### src/rtl/pipeline_ctrl_pkg.sv
// rtl/pipeline_ctrl_pkg.sv - shared FSM state encoding and defaults for the hazard controller
package pipeline_ctrl_pkg;

  typedef enum logic [1:0] {
    RUN    = 2'b00,
    DRAIN  = 2'b01,
    HALTED = 2'b10
  } ctrl_state_e;

  localparam int DRAIN_CYCLES_DEF = 3;

endpackage

### src/rtl/load_use_detect.sv
// rtl/load_use_detect.sv - combinational load-use hazard compare between EX load and ID sources
module load_use_detect #(
  parameter int TAM_DIREC_REG = 5
) (
  input  logic                     i_mem_read_id_ex,
  input  logic [TAM_DIREC_REG-1:0] i_rt_id_ex,
  input  logic [TAM_DIREC_REG-1:0] i_rs_if_id,
  input  logic [TAM_DIREC_REG-1:0] i_rt_if_id,
  output logic                     o_load_use
);

  // Register 0 is hardwired, so a load targeting it never creates a dependency.
  assign o_load_use = i_mem_read_id_ex && (i_rt_id_ex != '0) &&
                      ((i_rt_id_ex == i_rs_if_id) || (i_rt_id_ex == i_rt_if_id));

endmodule

### src/rtl/pipeline_hazard_controller.sv
// rtl/pipeline_hazard_controller.sv - stall/flush/halt control with debug single-step
// Optional stall/flush cycle counter built when STALL_COUNTER_EN is defined.
module pipeline_hazard_controller
  import pipeline_ctrl_pkg::*;
#(
  parameter int TAM_DIREC_REG = 5,
  parameter int TAM_CNT       = 16,
  parameter int DRAIN_CYCLES  = DRAIN_CYCLES_DEF
) (
  input  logic                     i_clk,
  input  logic                     i_rst_n,
  input  logic [TAM_DIREC_REG-1:0] i_rs_if_id,
  input  logic [TAM_DIREC_REG-1:0] i_rt_if_id,
  input  logic [TAM_DIREC_REG-1:0] i_rt_id_ex,
  input  logic                     i_mem_read_id_ex,
  input  logic                     i_branch_taken_ex,
  input  logic                     i_halt_id,
  input  logic                     i_debug_mode,
  input  logic                     i_step,
  output logic                     o_pipe_en,
  output logic                     o_pc_write,
  output logic                     o_if_id_write,
  output logic                     o_id_ex_bubble,
  output logic                     o_if_id_flush,
  output logic                     o_halted,
  output logic [TAM_CNT-1:0]       o_stall_cnt
);

  localparam int DW = (DRAIN_CYCLES > 1) ? $clog2(DRAIN_CYCLES) : 1;

  ctrl_state_e   state_q, state_d;
  logic [DW-1:0] drn_q, drn_d;
  logic          load_use;
  logic          pipe_en;

  load_use_detect #(
    .TAM_DIREC_REG (TAM_DIREC_REG)
  ) u_load_use_detect (
    .i_mem_read_id_ex (i_mem_read_id_ex),
    .i_rt_id_ex       (i_rt_id_ex),
    .i_rs_if_id       (i_rs_if_id),
    .i_rt_if_id       (i_rt_if_id),
    .o_load_use       (load_use)
  );

  assign pipe_en   = i_debug_mode ? i_step : 1'b1;
  assign o_pipe_en = pipe_en;

  always_comb begin
    state_d        = state_q;
    drn_d          = drn_q;
    o_pc_write     = 1'b1;
    o_if_id_write  = 1'b1;
    o_id_ex_bubble = 1'b0;
    o_if_id_flush  = 1'b0;
    o_halted       = 1'b0;
    case (state_q)
      RUN: begin
        // A taken branch makes the ID instruction wrong-path, so it outranks stall and halt.
        if (i_branch_taken_ex) begin
          o_if_id_flush  = 1'b1;
          o_id_ex_bubble = 1'b1;
        end else if (load_use) begin
          o_pc_write     = 1'b0;
          o_if_id_write  = 1'b0;
          o_id_ex_bubble = 1'b1;
        end else if (i_halt_id) begin
          state_d = DRAIN;
          drn_d   = DW'(DRAIN_CYCLES - 1);
        end
      end
      DRAIN: begin
        o_pc_write     = 1'b0;
        o_if_id_write  = 1'b0;
        o_id_ex_bubble = 1'b1;
        if (drn_q == '0) begin
          state_d = HALTED;
        end else begin
          drn_d = drn_q - DW'(1);
        end
      end
      HALTED: begin
        o_pc_write     = 1'b0;
        o_if_id_write  = 1'b0;
        o_id_ex_bubble = 1'b1;
        o_halted       = 1'b1;
      end
      default: begin
        state_d = RUN;
        drn_d   = '0;
      end
    endcase
  end

  always_ff @(posedge i_clk) begin
    if (!i_rst_n) begin
      state_q <= RUN;
      drn_q   <= '0;
    end else if (pipe_en) begin
      state_q <= state_d;
      drn_q   <= drn_d;
    end
  end

`ifdef STALL_COUNTER_EN
  logic               stall_evt;
  logic [TAM_CNT-1:0] cnt_q;

  assign stall_evt = (state_q == RUN) && (i_branch_taken_ex || load_use);

  always_ff @(posedge i_clk) begin
    if (!i_rst_n) begin
      cnt_q <= '0;
    end else if (pipe_en && stall_evt && (cnt_q != '1)) begin
      cnt_q <= cnt_q + TAM_CNT'(1);
    end
  end

  assign o_stall_cnt = cnt_q;
`else
  assign o_stall_cnt = '0;
`endif

endmodule

### config.mk
export PLATFORM = sky130hd
export DESIGN_NAME = pipeline_hazard_controller
export DESIGN_NICKNAME = d
export VERILOG_FILES = /design/src/rtl/pipeline_ctrl_pkg.sv /design/src/rtl/load_use_detect.sv /design/src/rtl/pipeline_hazard_controller.sv
export SDC_FILE = /design/constraint.sdc
export NUM_CORES = 1
export LEC_CHECK = 0
export ABC_CLOCK_PERIOD_IN_PS = 2100
export BUFFER_PORTS_ARGS = -buffer_cell sky130_fd_sc_hd__buf_2
export CAP_MARGIN = 5
export CORE_MARGIN = 2
export CORE_UTILIZATION = 39
export DETAILED_ROUTE_END_ITERATION = 10
export HOLD_SLACK_MARGIN = 0.12
export PLACE_DENSITY = 0.89
export SLEW_MARGIN = 15
export SYNTH_ARGS = -nofsm -noshare
export SYNTH_HDL_FRONTEND = slang
export SYNTH_SLANG_ARGS = --single-unit
### constraint.sdc
create_clock -name i_clk -period 2.1 [get_ports i_clk]
set_clock_uncertainty 0.1 [all_clocks]
set_input_delay 0.42 -clock i_clk [delete_from_list [all_inputs] [get_ports i_clk]]
set_output_delay 0.42 -clock i_clk [all_outputs]
set_load 0.05 [all_outputs]
==> impl_metrics.yaml <==
timing:
  period_needed_ns: 2.20
  timing.fmax_mhz: 456
  finalSetupViolCount: 3
  timing.final.ws_setup_ns: -0.0951
  hold_viol_final: 0
  finalMaxSlewViolations: 0
  finalCritPeriodShare_pct: 105
  rsz0062_at_grt: "yes"
yosys:
  synth.distinct_cells: 19
  synth_area_um2: 593
  yosys.area.top_type_share_pct: 21.5
  ys_seq_area_share_pct: 13.5
  ys.warnings.count: 0
  synth_area_per_cell_um2: 7.70
  synth_top_area_cell: "buf_4"
  ys_top_cells_by_area: "buf_4, xnor2_1, dfxtp_1"
  ys_ff_latch: 4
  synth_cells: 77
pwr:
  p_leak_nw: 0.409
  power_frac_seq_pct: 20.1
  combPwrFrac_pct: 59.2
  swShare_pct: 47.4
  powerDensity_nw_per_um2: 542
  peakVddDrop_mv: 0.316
  power_frac_clock_pct: 20.7
  power.switching_mw: 0.209
  internal-power_mw: 0.231
  p_total_mw: 0.440
die:
  fp.coreArea_um2: 1470
  start_util_pct: 40.3
  die_area_um2: 1850
  ios: 44
  std_cell_rows: 14
  die_y_um: 43.0
  die_w_um: 43.0
placed_design:
  gp_congestion: 0.801
  numPlacedInstances: 121
  place_hpwl_um: 1150
  port_buffers: 27
  dpl-instance-area_um2: 717
  place_ws_ns: -0.202
global_routing:
  antenna_found_initial: 0
  grt_overflow_total: 0
  grt_max_degree: 8
  grt_use_total_pct: 14.3
  grt_pass1_vias: 527
  grt_first_pass_wirelength_um: 2000
worst_hold_path:
  hold_end: "drn_q[1]$_SDFFE_PN0P_"
  hold_path_class: "reg -> reg"
  holdPathStages: 2
  worstHoldStart: "drn_q[1]$_SDFFE_PN0P_"
finish:
  num_antenna_cells: 0
  fin_area_um2: 812
  layoutNonFillerInstCount: 125
  nets: 138
  drive_gt1_share_pct: 38.5
  syn_to_final_growth_pct: 36.9
  fin_util_pct: 55.2
clock_network:
  cts_max_path_buffers: 2
  cts_buffers: 3
  cts.sinks: 4
  path_clk_slew_ns: 0.04
  clk-insertion-delay-late_ns: 0.23
  cts_tree: "done"
  cts_root_buf: "clkbuf_4"
  htreeDepth: 1
  cts_hold_buf: 0
critical_path:
  critPathSlowestCell: "or4_4"
  critical-path-top-delay-family: "simple AND/OR/NAND/NOR gates"
  critical_path_class: "in -> out"
  cp.arrival_ns: 1.68
  crit_buf_inv: 2
  crit_path_max_fanout: 3
  crit_required_ns: 1.58
  r2r_start: "state_q[1]$_SDFFE_PN0P_"
  cp_slowest_stage_delay_ns: 0.54
  r2r_end: "state_q[1]$_SDFFE_PN0P_"
  crit_chain: "buf_8 > or4_4 > o2111ai_4 > nor2_4 > a21oi_4 > buf_6"
  worst_setup_path_end_kind: "output pin"
  start_kind: "primary input"
  reg2regPathDepth: 8
  r2r_setup_slack_ns: 0.20
detailed_routing:
  totalWireLength_um: 1340
  via_count: 565
  ant_nets: 0
  wl_per_cell_um: 10.7
  viasPerCell: 4.52
  drc: 0
  first_pass_iters: 4
  drtIter0Drc: 2
status:
  violations: "negative setup slack"
  status: "finished with violations"
run:
  maxCapViolCount: 0
[power groups by stage]
stage,registers [mW],clock network [mW],logic (mW)
floorplan,0.0883,0,0.209
global route,0.0892,0.0999,0.277
global placement,0.0891,0,0.231
CTS,0.0884,0.0963,0.253
detailed placement,0.0896,0,0.236
finish,0.0885,0.0912,0.261
[worst reg2reg max path, delay by kind of cell, from the launching register on]
kind / cells / cell delay [ns]
compound gates: 4 / 0.64
simple gates: 1 / 0.15
buf+inv: 2 / 0.26
fa+ha+maj: 1 / 0.25
flops: 1 / 0.38
[how the worst max path moves through the flow]
stage / slack (ns) / endpoint / startpoint / cells past startpoint
after floorplan: -0.29 / o_pc_write / i_rt_id_ex[2] / 5
after global placement: -0.18 / o_id_ex_bubble / i_rt_id_ex[0] / 8
after detailed placement: -0.20 / o_id_ex_bubble / i_rt_id_ex[4] / 8
after CTS: -0.09 / o_if_id_write / i_rt_id_ex[1] / 6
after global routing: -0.16 / o_id_ex_bubble / i_rt_if_id[0] / 8
final: -0.1 / o_pc_write / i_rt_id_ex[1] / 6
[logic make-up after synthesis]
family / after synthesis / synth area share (%)
flops: 4 / 13.5
other cells: 1 / 0.632
compound gates: 11 / 14.8
buf+inv: 25 / 26.6
fa+ha+maj: 5 / 10.5
simple gates: 19 / 15.8
mux: 2 / 3.38
xor+xnor: 10 / 14.8
[final cells by class]
class / instances / area, µm²
repair buffers: 31 / 204
fillers: 149 / 659
inverters: 8 / 30.0
well taps: 16 / 20.0
multi-input cells: 63 / 455
clock buffers: 3 / 22.5
flip-flops and latches: 4 / 80.1
[flip-flops by register name, summed over array words and instances (netlist names)]
register	count
drn_q	2
state_q	2
[synth_stat cells]
cell type / n
nand2_1: 8
xnor2_1: 10
mux2i_1: 2
o22ai_1: 1
dfxtp_1: 4
o211a_1: 1
a41o_1: 1
a21oi_1: 4
buf_4: 17
nand4_2: 1
nand2b_1: 1
o21ai_0: 3
nor2_1: 5
nand3_1: 3
conb_1: 1
or4_4: 1
o2111ai_4: 1
ha_1: 5
inv_1: 8
[repair_timing]
| action | CTS | global route |
|---|---|---|
| buffers inserted | 1 | 0 |
| pin swaps | 5 | 5 |
| setup endpoints to repair | 3 | 3 |
| resized for setup | 12 | 4 |
[cell usage in the layout (no fill, tap or decap)]
master and instances:
nand4_2 1, o22ai_2 1, mux2i_1 2, a21oi_4 2, buf_6 5, clkbuf_4 3
ha_1 5, o2111ai_4 1, xnor2_1 9, dfxtp_1 4, buf_4 3, nor2_4 1
conb_1 16, a21oi_1 2, or4_4 1, buf_2 22, buf_8 1, o21ai_0 3
nand3_1 3, o211a_1 1, a41o_1 1, xnor2_2 1, nand2b_1 1, nor2_1 4
nand2_1 8, inv_1 8
[per-stage QoR]
stage	TNS, ns	hold WS [ns]
2_1_floorplan	-0.432	0.338
3_3_place_gp	-0.536	0.347
3_5_place_dp	-0.594	0.358
4_1_cts	-0.224	0.363
5_1_grt	-0.395	0.399
6_report	-0.276	0.357
[metal layers]
metal	track usage [%]	up-vias	share of wire [%]	routed length (µm)
li1	-	284	-	-
met1	14.6	257	36	476
met2	27.6	22	57	766
met3	2.55	2	5.2	69
met4	6.67	0	1.7	23
met5	0	-	0	0
Power figures use the tool's default switching activity.
